`src/rtl/gbt_link_supervisor.sv`:
```
//------------------------------------------------------------------------------
// gbt_link_supervisor
//
// Reset/bring-up sequencer for one GBT bank in the 40 MHz frame-clock domain.
// Drives the MGT and GBT TX/RX resets in order and waits for each ready stage
// with a timeout. Timeouts are retried up to a limit, after which the block
// parks in FAULT. SFP loss of signal and link loss are monitored, and the link
// is re-sequenced automatically. State and counters are exported for status.
//
// Optional feature macro: GBT_LINK_SUPERVISOR_UPTIME_EN
//   defined     : uptime_o counts cycles spent in the current LINK_UP
//   not defined : uptime_o is tied to zero
//
// Ports
//   clk              in   1   frame clock
//   reset            in   1   synchronous, active-high
//   sfp_los_i        in   1   SFP loss of signal (async, 2FF-synchronised)
//   mgt_txready_i    in   1   MGT TX reset done (async, 2FF)
//   mgt_rxready_i    in   1   MGT RX reset done (async, 2FF)
//   gbt_tx_ready_i   in   1   GBT TX ready (async, 2FF)
//   gbt_rx_ready_i   in   1   GBT RX ready (async, 2FF)
//   link_ready_i     in   1   GBT link ready (async, 2FF)
//   force_reset_i    in   1   single-cycle restart request, synchronous to clk
//   mgt_txreset_o    out  1   MGT TX reset
//   mgt_rxreset_o    out  1   MGT RX reset
//   gbt_txreset_o    out  1   GBT TX reset
//   gbt_rxreset_o    out  1   GBT RX reset
//   link_up_o        out  1   high only in LINK_UP
//   fault_o          out  1   high only in FAULT
//   state_o          out  3   current state encoding
//   retry_cnt_o      out  8   timeouts since last success (saturating)
//   link_loss_cnt_o  out  16  link-loss events (saturating, cleared by reset)
//   uptime_o         out  32  cycles in the current LINK_UP
//------------------------------------------------------------------------------
`timescale 1ns/1ps

module gbt_link_supervisor #(
   parameter int unsigned RESET_PULSE  = 16,
   parameter int unsigned MGT_TIMEOUT  = 4_000_000,
   parameter int unsigned LINK_TIMEOUT = 8_000_000,
   parameter int unsigned DEBOUNCE     = 1024,
   parameter int unsigned MAX_RETRIES  = 7
) (
   input  logic        clk,
   input  logic        reset,
   input  logic        sfp_los_i,
   input  logic        mgt_txready_i,
   input  logic        mgt_rxready_i,
   input  logic        gbt_tx_ready_i,
   input  logic        gbt_rx_ready_i,
   input  logic        link_ready_i,
   input  logic        force_reset_i,
   output logic        mgt_txreset_o,
   output logic        mgt_rxreset_o,
   output logic        gbt_txreset_o,
   output logic        gbt_rxreset_o,
   output logic        link_up_o,
   output logic        fault_o,
   output logic [2:0]  state_o,
   output logic [7:0]  retry_cnt_o,
   output logic [15:0] link_loss_cnt_o,
   output logic [31:0] uptime_o
);

   // One shared state timer covers the reset pulse and both wait stages.
   localparam int unsigned TMR_MAX_A = (RESET_PULSE > MGT_TIMEOUT) ? RESET_PULSE : MGT_TIMEOUT;
   localparam int unsigned TMR_MAX   = (TMR_MAX_A > LINK_TIMEOUT) ? TMR_MAX_A : LINK_TIMEOUT;
   localparam int unsigned TMR_W     = $clog2(TMR_MAX + 1);
   localparam int unsigned DEB_W     = $clog2(DEBOUNCE + 1);
   localparam int unsigned SYNC_W    = 6;

   localparam logic [TMR_W-1:0] PULSE_LAST = TMR_W'(RESET_PULSE - 1);
   localparam logic [TMR_W-1:0] MGT_LAST   = TMR_W'(MGT_TIMEOUT - 1);
   localparam logic [TMR_W-1:0] LINK_LAST  = TMR_W'(LINK_TIMEOUT - 1);
   localparam logic [DEB_W-1:0] DEB_LAST   = DEB_W'(DEBOUNCE - 1);
   localparam logic [7:0]       RETRY_LIM  = 8'(MAX_RETRIES);

   typedef enum logic [2:0] {
      S_IDLE       = 3'd0,
      S_RST_ASSERT = 3'd1,
      S_WAIT_MGT   = 3'd2,
      S_RST_GBT    = 3'd3,
      S_WAIT_LINK  = 3'd4,
      S_LINK_UP    = 3'd5,
      S_FAULT      = 3'd6
   } state_t;

   state_t              r_state;
   logic [TMR_W-1:0]    r_timer;
   logic [DEB_W-1:0]    r_deb;
   logic [7:0]          r_retry;
   logic [15:0]         r_loss_cnt;
   logic [SYNC_W-1:0]   r_sync1;
   logic [SYNC_W-1:0]   r_sync2;
   logic                r_mgt_txreset;
   logic                r_mgt_rxreset;
   logic                r_gbt_txreset;
   logic                r_gbt_rxreset;
   logic                r_link_up;
   logic                r_fault;

   logic [SYNC_W-1:0]   w_async_in;
   logic                w_los_s;
   logic                w_mgt_ready_s;
   logic                w_link_good_s;
   logic                w_link_ready_s;
   logic [7:0]          w_retry_inc;
   logic                w_retry_exhausted;

   //---------------------------------------------------------------------------
   // Two-flop synchroniser for the asynchronous status inputs
   //---------------------------------------------------------------------------
   assign w_async_in = {sfp_los_i, mgt_txready_i, mgt_rxready_i,
                        gbt_tx_ready_i, gbt_rx_ready_i, link_ready_i};

   always_ff @(posedge clk) begin
      if (reset) begin
         r_sync1 <= '0;
         r_sync2 <= '0;
      end else begin
         r_sync1 <= w_async_in;
         r_sync2 <= r_sync1;
      end
   end

   assign w_los_s        = r_sync2[5];
   assign w_mgt_ready_s  = r_sync2[4] & r_sync2[3];
   assign w_link_good_s  = r_sync2[2] & r_sync2[1] & r_sync2[0];
   assign w_link_ready_s = r_sync2[0];

   // Saturating retry increment and the fault decision it drives
   assign w_retry_inc       = (r_retry == 8'hFF) ? 8'hFF : r_retry + 8'd1;
   assign w_retry_exhausted = (w_retry_inc >= RETRY_LIM);

   //---------------------------------------------------------------------------
   // Sequencer FSM with its timer, debounce and event counters.
   // Every transition clears the timer and debounce counter.
   //---------------------------------------------------------------------------
   always_ff @(posedge clk) begin
      if (reset) begin
         r_state    <= S_IDLE;
         r_timer    <= '0;
         r_deb      <= '0;
         r_retry    <= '0;
         r_loss_cnt <= '0;
      end else if (w_los_s && (r_state != S_FAULT)) begin
         // LOS wins over a restart request; retry history is preserved
         r_state <= S_IDLE;
         r_timer <= '0;
         r_deb   <= '0;
      end else if (force_reset_i) begin
         r_state <= S_RST_ASSERT;
         r_timer <= '0;
         r_deb   <= '0;
         r_retry <= '0;
      end else begin
         case (r_state)
            S_IDLE: begin
               // LOS is already known clear here
               r_state <= S_RST_ASSERT;
               r_timer <= '0;
               r_deb   <= '0;
            end

            S_RST_ASSERT: begin
               if (r_timer == PULSE_LAST) begin
                  r_state <= S_WAIT_MGT;
                  r_timer <= '0;
                  r_deb   <= '0;
               end else begin
                  r_timer <= r_timer + TMR_W'(1);
               end
            end

            S_WAIT_MGT: begin
               if (w_mgt_ready_s) begin
                  r_state <= S_RST_GBT;
                  r_timer <= '0;
                  r_deb   <= '0;
               end else if (r_timer == MGT_LAST) begin
                  r_retry <= w_retry_inc;
                  r_state <= w_retry_exhausted ? S_FAULT : S_RST_ASSERT;
                  r_timer <= '0;
                  r_deb   <= '0;
               end else begin
                  r_timer <= r_timer + TMR_W'(1);
               end
            end

            S_RST_GBT: begin
               r_state <= S_WAIT_LINK;
               r_timer <= '0;
               r_deb   <= '0;
            end

            S_WAIT_LINK: begin
               // Debounce completion takes precedence over a coincident timeout
               if (w_link_good_s && (r_deb == DEB_LAST)) begin
                  r_state <= S_LINK_UP;
                  r_retry <= '0;
                  r_timer <= '0;
                  r_deb   <= '0;
               end else if (r_timer == LINK_LAST) begin
                  r_retry <= w_retry_inc;
                  r_state <= w_retry_exhausted ? S_FAULT : S_RST_ASSERT;
                  r_timer <= '0;
                  r_deb   <= '0;
               end else begin
                  r_timer <= r_timer + TMR_W'(1);
                  r_deb   <= w_link_good_s ? r_deb + DEB_W'(1) : '0;
               end
            end

            S_LINK_UP: begin
               // Only a sustained drop of link_ready counts as a loss
               if (!w_link_ready_s) begin
                  if (r_deb == DEB_LAST) begin
                     r_state <= S_RST_ASSERT;
                     r_timer <= '0;
                     r_deb   <= '0;
                     if (r_loss_cnt != 16'hFFFF) begin
                        r_loss_cnt <= r_loss_cnt + 16'd1;
                     end
                  end else begin
                     r_deb <= r_deb + DEB_W'(1);
                  end
               end else begin
                  r_deb <= '0;
               end
            end

            S_FAULT: begin
               r_state <= S_FAULT;
            end

            default: begin
               r_state <= S_IDLE;
               r_timer <= '0;
               r_deb   <= '0;
            end
         endcase
      end
   end

   //---------------------------------------------------------------------------
   // Registered output decode; follows the state register by one cycle
   //---------------------------------------------------------------------------
   always_ff @(posedge clk) begin
      if (reset) begin
         r_mgt_txreset <= 1'b1;
         r_mgt_rxreset <= 1'b1;
         r_gbt_txreset <= 1'b1;
         r_gbt_rxreset <= 1'b1;
         r_link_up     <= 1'b0;
         r_fault       <= 1'b0;
      end else begin
         case (r_state)
            S_WAIT_MGT: begin
               r_mgt_txreset <= 1'b0;
               r_mgt_rxreset <= 1'b0;
               r_gbt_txreset <= 1'b1;
               r_gbt_rxreset <= 1'b1;
            end
            S_RST_GBT, S_WAIT_LINK, S_LINK_UP: begin
               r_mgt_txreset <= 1'b0;
               r_mgt_rxreset <= 1'b0;
               r_gbt_txreset <= 1'b0;
               r_gbt_rxreset <= 1'b0;
            end
            default: begin
               r_mgt_txreset <= 1'b1;
               r_mgt_rxreset <= 1'b1;
               r_gbt_txreset <= 1'b1;
               r_gbt_rxreset <= 1'b1;
            end
         endcase
         r_link_up <= (r_state == S_LINK_UP);
         r_fault   <= (r_state == S_FAULT);
      end
   end

   assign mgt_txreset_o   = r_mgt_txreset;
   assign mgt_rxreset_o   = r_mgt_rxreset;
   assign gbt_txreset_o   = r_gbt_txreset;
   assign gbt_rxreset_o   = r_gbt_rxreset;
   assign link_up_o       = r_link_up;
   assign fault_o         = r_fault;
   assign state_o         = r_state;
   assign retry_cnt_o     = r_retry;
   assign link_loss_cnt_o = r_loss_cnt;

`ifdef GBT_LINK_SUPERVISOR_UPTIME_EN
   //---------------------------------------------------------------------------
   // Uptime: restarts at 1 on the first LINK_UP cycle, holds after leaving
   //---------------------------------------------------------------------------
   logic [31:0] r_uptime;
   logic        r_was_up;

   always_ff @(posedge clk) begin
      if (reset) begin
         r_uptime <= '0;
         r_was_up <= 1'b0;
      end else begin
         r_was_up <= (r_state == S_LINK_UP);
         if (r_state == S_LINK_UP) begin
            if (!r_was_up) begin
               r_uptime <= 32'd1;
            end else if (r_uptime != 32'hFFFF_FFFF) begin
               r_uptime <= r_uptime + 32'd1;
            end
         end
      end
   end

   assign uptime_o = r_uptime;
`else
   assign uptime_o = '0;
`endif

endmodule
```
`config.mk`:
```
export PLATFORM = sky130hd
export DESIGN_NAME = gbt_link_supervisor
export DESIGN_NICKNAME = d
export VERILOG_FILES = /design/src/rtl/gbt_link_supervisor.sv
export SDC_FILE = /design/constraint.sdc
export NUM_CORES = 1
export LEC_CHECK = 0
export CORE_MARGIN = 8
export CORE_UTILIZATION = 50
export DETAILED_ROUTE_END_ITERATION = 6
export PLACE_DENSITY = 0.73
export SLEW_MARGIN = 5
export SYNTH_ARGS = -nofsm -noshare
export SYNTH_HDL_FRONTEND = slang
export SYNTH_SLANG_ARGS = --single-unit
```
`constraint.sdc`:
```
create_clock -name clk -period 6.3 [get_ports clk]
set_input_delay 0.945 -clock clk [delete_from_list [all_inputs] [get_ports clk]]
set_output_delay 0.945 -clock clk [all_outputs]
set_load 0.02 [all_outputs]
```
==> metrics.cfg <==
[routing]
drt_iter0_markers = 376
antenna_left = 0
via_per_inst = 6.03
drc = 0
drt_pre_antenna_iters = 5
wire_per_inst_um = 15.3
routed_wl_mm = 10.8
num_vias = 4266

[final_layout]
nFillCells = 842
final_cell_mix = dfxtp_1, nand2_1, nand3_1
drive_above_1_share = 0.0888
insertedDiodeCount = 0
postLayoutCellArea_sq_um = 5100
layout_commonest_cell = dfxtp_1
multiInputGateArea_sq_um = 2710
areaGrowthSynthToFinish_pct = 10.9
layout.nets = 605
ff_latch_area_sq_um = 1540

[timing]
setup_ws_ps = 3440
min_period_over_period = 0.454
max_freq_ghz = 0.349
slew_headroom = 0.362
min_period_ps = 2860
finalHoldViolations = 0
drv_slew = 0
finalClockSkew_ps = 14.1
setup_viol = 0
fin_setup_tns_ps = 0
tightest_slew_ps = 957
rsz0062_at_grt = false

[power_and_ir_drop]
power_leakage_uw = 0.00187
vdd_ir_drop_max_mv = 0.146
power.density_nw_per_um2 = 196

[place]
dpl.hpwl_mm = 7.70
dp_slack_ps = 3100
io_buffers = 41
placed_area_sq_um = 4870
routabilityCongestion = 0.866

[synth]
ys_seq_area_frac = 0.335
syn_avg_cell_area_sq_um = 8.10
synth.top_cells.by_area = dfxtp_1, buf_4, nand3_1
yosys_register_bits = 77
ys_types = 79
async_flop_share = 0
syn_area_sq_um = 4600
yosysWarnings = 0
synth_flop_cell = dfxtp_1
synth_top_area_share = 0.335
syn_inst = 568
synth_edf_count = 0
yosys.area.top_type = dfxtp_1

[critical_path]
path_class = input port to flip-flop
cp_data_required_time_ps = 6600
crit_path_start_kind = input port
arrival_ps = 3160
regToRegSetupSlack_ps = 3440
cp_max_fo = 42
reg2regPathDepth = 7
reg2reg_to = r_deb[4]$_SDFFE_PP0P_
worstReg2RegStart = state_o[0]$_SDFFE_PP0P_
setup.worst_path.end_class = flip-flop

[clock_tree]
post_cts_resized = 0
post_cts_buffers = 0
cts_buffers = 9
cts.sinks = 77
root_buffer = clkbuf_8
htree_levels = 3
path_clk_slew_ps = 80
cts_tree = yes
postCtsHoldBufs = 0
cts_max_path_buffers = 2
clk_latency_ps = 360

[flow_run]
maxCapViolCount = 0

[grt]
grt_overflow_total = 0
grt_usage = 0.172
antenna_found_initial = 0
grt_pass1_wl_mm = 18.4
grt_max_degree = 43
grt_pass1_vias = 3913

[outcome]
status = completed

[worst_hold_path]
min_to = r_sync2[2]$_SDFF_PP0_
hold_path_depth = 1
holdCritPathClass = flip-flop to flip-flop
min-delay-start = r_sync1[2]$_SDFF_PP0_

[floorplanning]
die_y_um = 112
die_area_sq_um = 12500
start_util = 0.508
coreArea_sq_um = 9060
ios = 74
die_w_um = 112
rows = 35

[metrics by stage]
step           power, uW  utilization  hold slack (ps)  cells
2_1_floorplan        583            -              414    599
3_3_place_gp         580        0.537              424    692
3_5_place_dp         581        0.537              426    692
4_1_cts             1010        0.563              446    708
5_1_grt             1040        0.563              455    708
6_report            1000        0.563              446    708
[registers in the layout, summed over array words and instances (netlist names)]
signal and count:
fault_o 1, gbt_rxreset_o 1, link_loss_cnt_o 16, link_up_o 1, mgt_rxreset_o 1, r_deb 11, r_sync1 6, r_sync2 6
r_timer 23, retry_cnt_o 8, state_o 3
[area by class of cell]
type                            instances  area share
Sequential cell                        77       0.302
Timing Repair Buffer                   46      0.0877
Tap cell                              111      0.0272
Inverter                                9     0.00662
Clock inverter                          6      0.0186
Clock buffer                           10      0.0270
Multi-Input combinational cell        449       0.531
[worst max-delay path, stage by stage]
cell             delay, ps
clkdlybuf4s50_1        390
buf_4                  260
or3_1                  790
or3_1                  500
a21oi_1                140
a31o_1                 110
[how the worst max path moves through the flow]
stage	start	endpoint	slack, ps
3_5_place_dp	reset	r_deb[9]$_SDFFE_PP0P_	3100
3_3_place_gp	reset	r_deb[9]$_SDFFE_PP0P_	3110
2_1_floorplan	force_reset_i	state_o[2]$_SDFFE_PP0P_	4080
4_1_cts	state_o[0]$_SDFFE_PP0P_	r_deb[4]$_SDFFE_PP0P_	3470
5_1_grt	state_o[0]$_SDFFE_PP0P_	r_timer[20]$_SDFFE_PP0P_	3230
6_report	reset	r_deb[9]$_SDFFE_PP0P_	3440
[cell usage after synthesis, drive strengths merged, types with 10 or more instances]
library cell,number
o211ai,11
a31oi,12
nor2b,17
and3,17
nor3,19
xor2,10
nand3,42
a21oi,25
nand2,51
nor2,32
nand4,15
clkbuf,15
o21ai,38
buf,49
dfxtp,77
[layer usage]
layer / track usage / vias up / wire length, um
li1: - / 2087 / -
met5: 0 / - / 0
met4: 0.0674 / 0 / 133
met2: 0.298 / 143 / 5330
met1: 0.204 / 2023 / 4800
met3: 0.0335 / 13 / 544
[logic make-up (layout without fill, tap and decap cells)]
| family | after synthesis | in the layout | synth area share |
|---|---|---|---|
| xor+xnor | 15 | 15 | 0.0285 |
| compound gates | 138 | 138 | 0.202 |
| simple gates | 256 | 256 | 0.311 |
| other cells | 1 | 32 | 0.000815 |
| flops | 77 | 77 | 0.335 |
| mux | 4 | 4 | 0.00897 |
| buf+inv | 73 | 71 | 0.103 |
| fa+ha+maj | 4 | 4 | 0.0109 |
[where the power goes]
group          switching (uW)  internal, uW
Sequential               6.29           492
Combinational            51.9          21.7
Clock                     193           237
Total                     251           751
(Power assumes the default switching activity.)
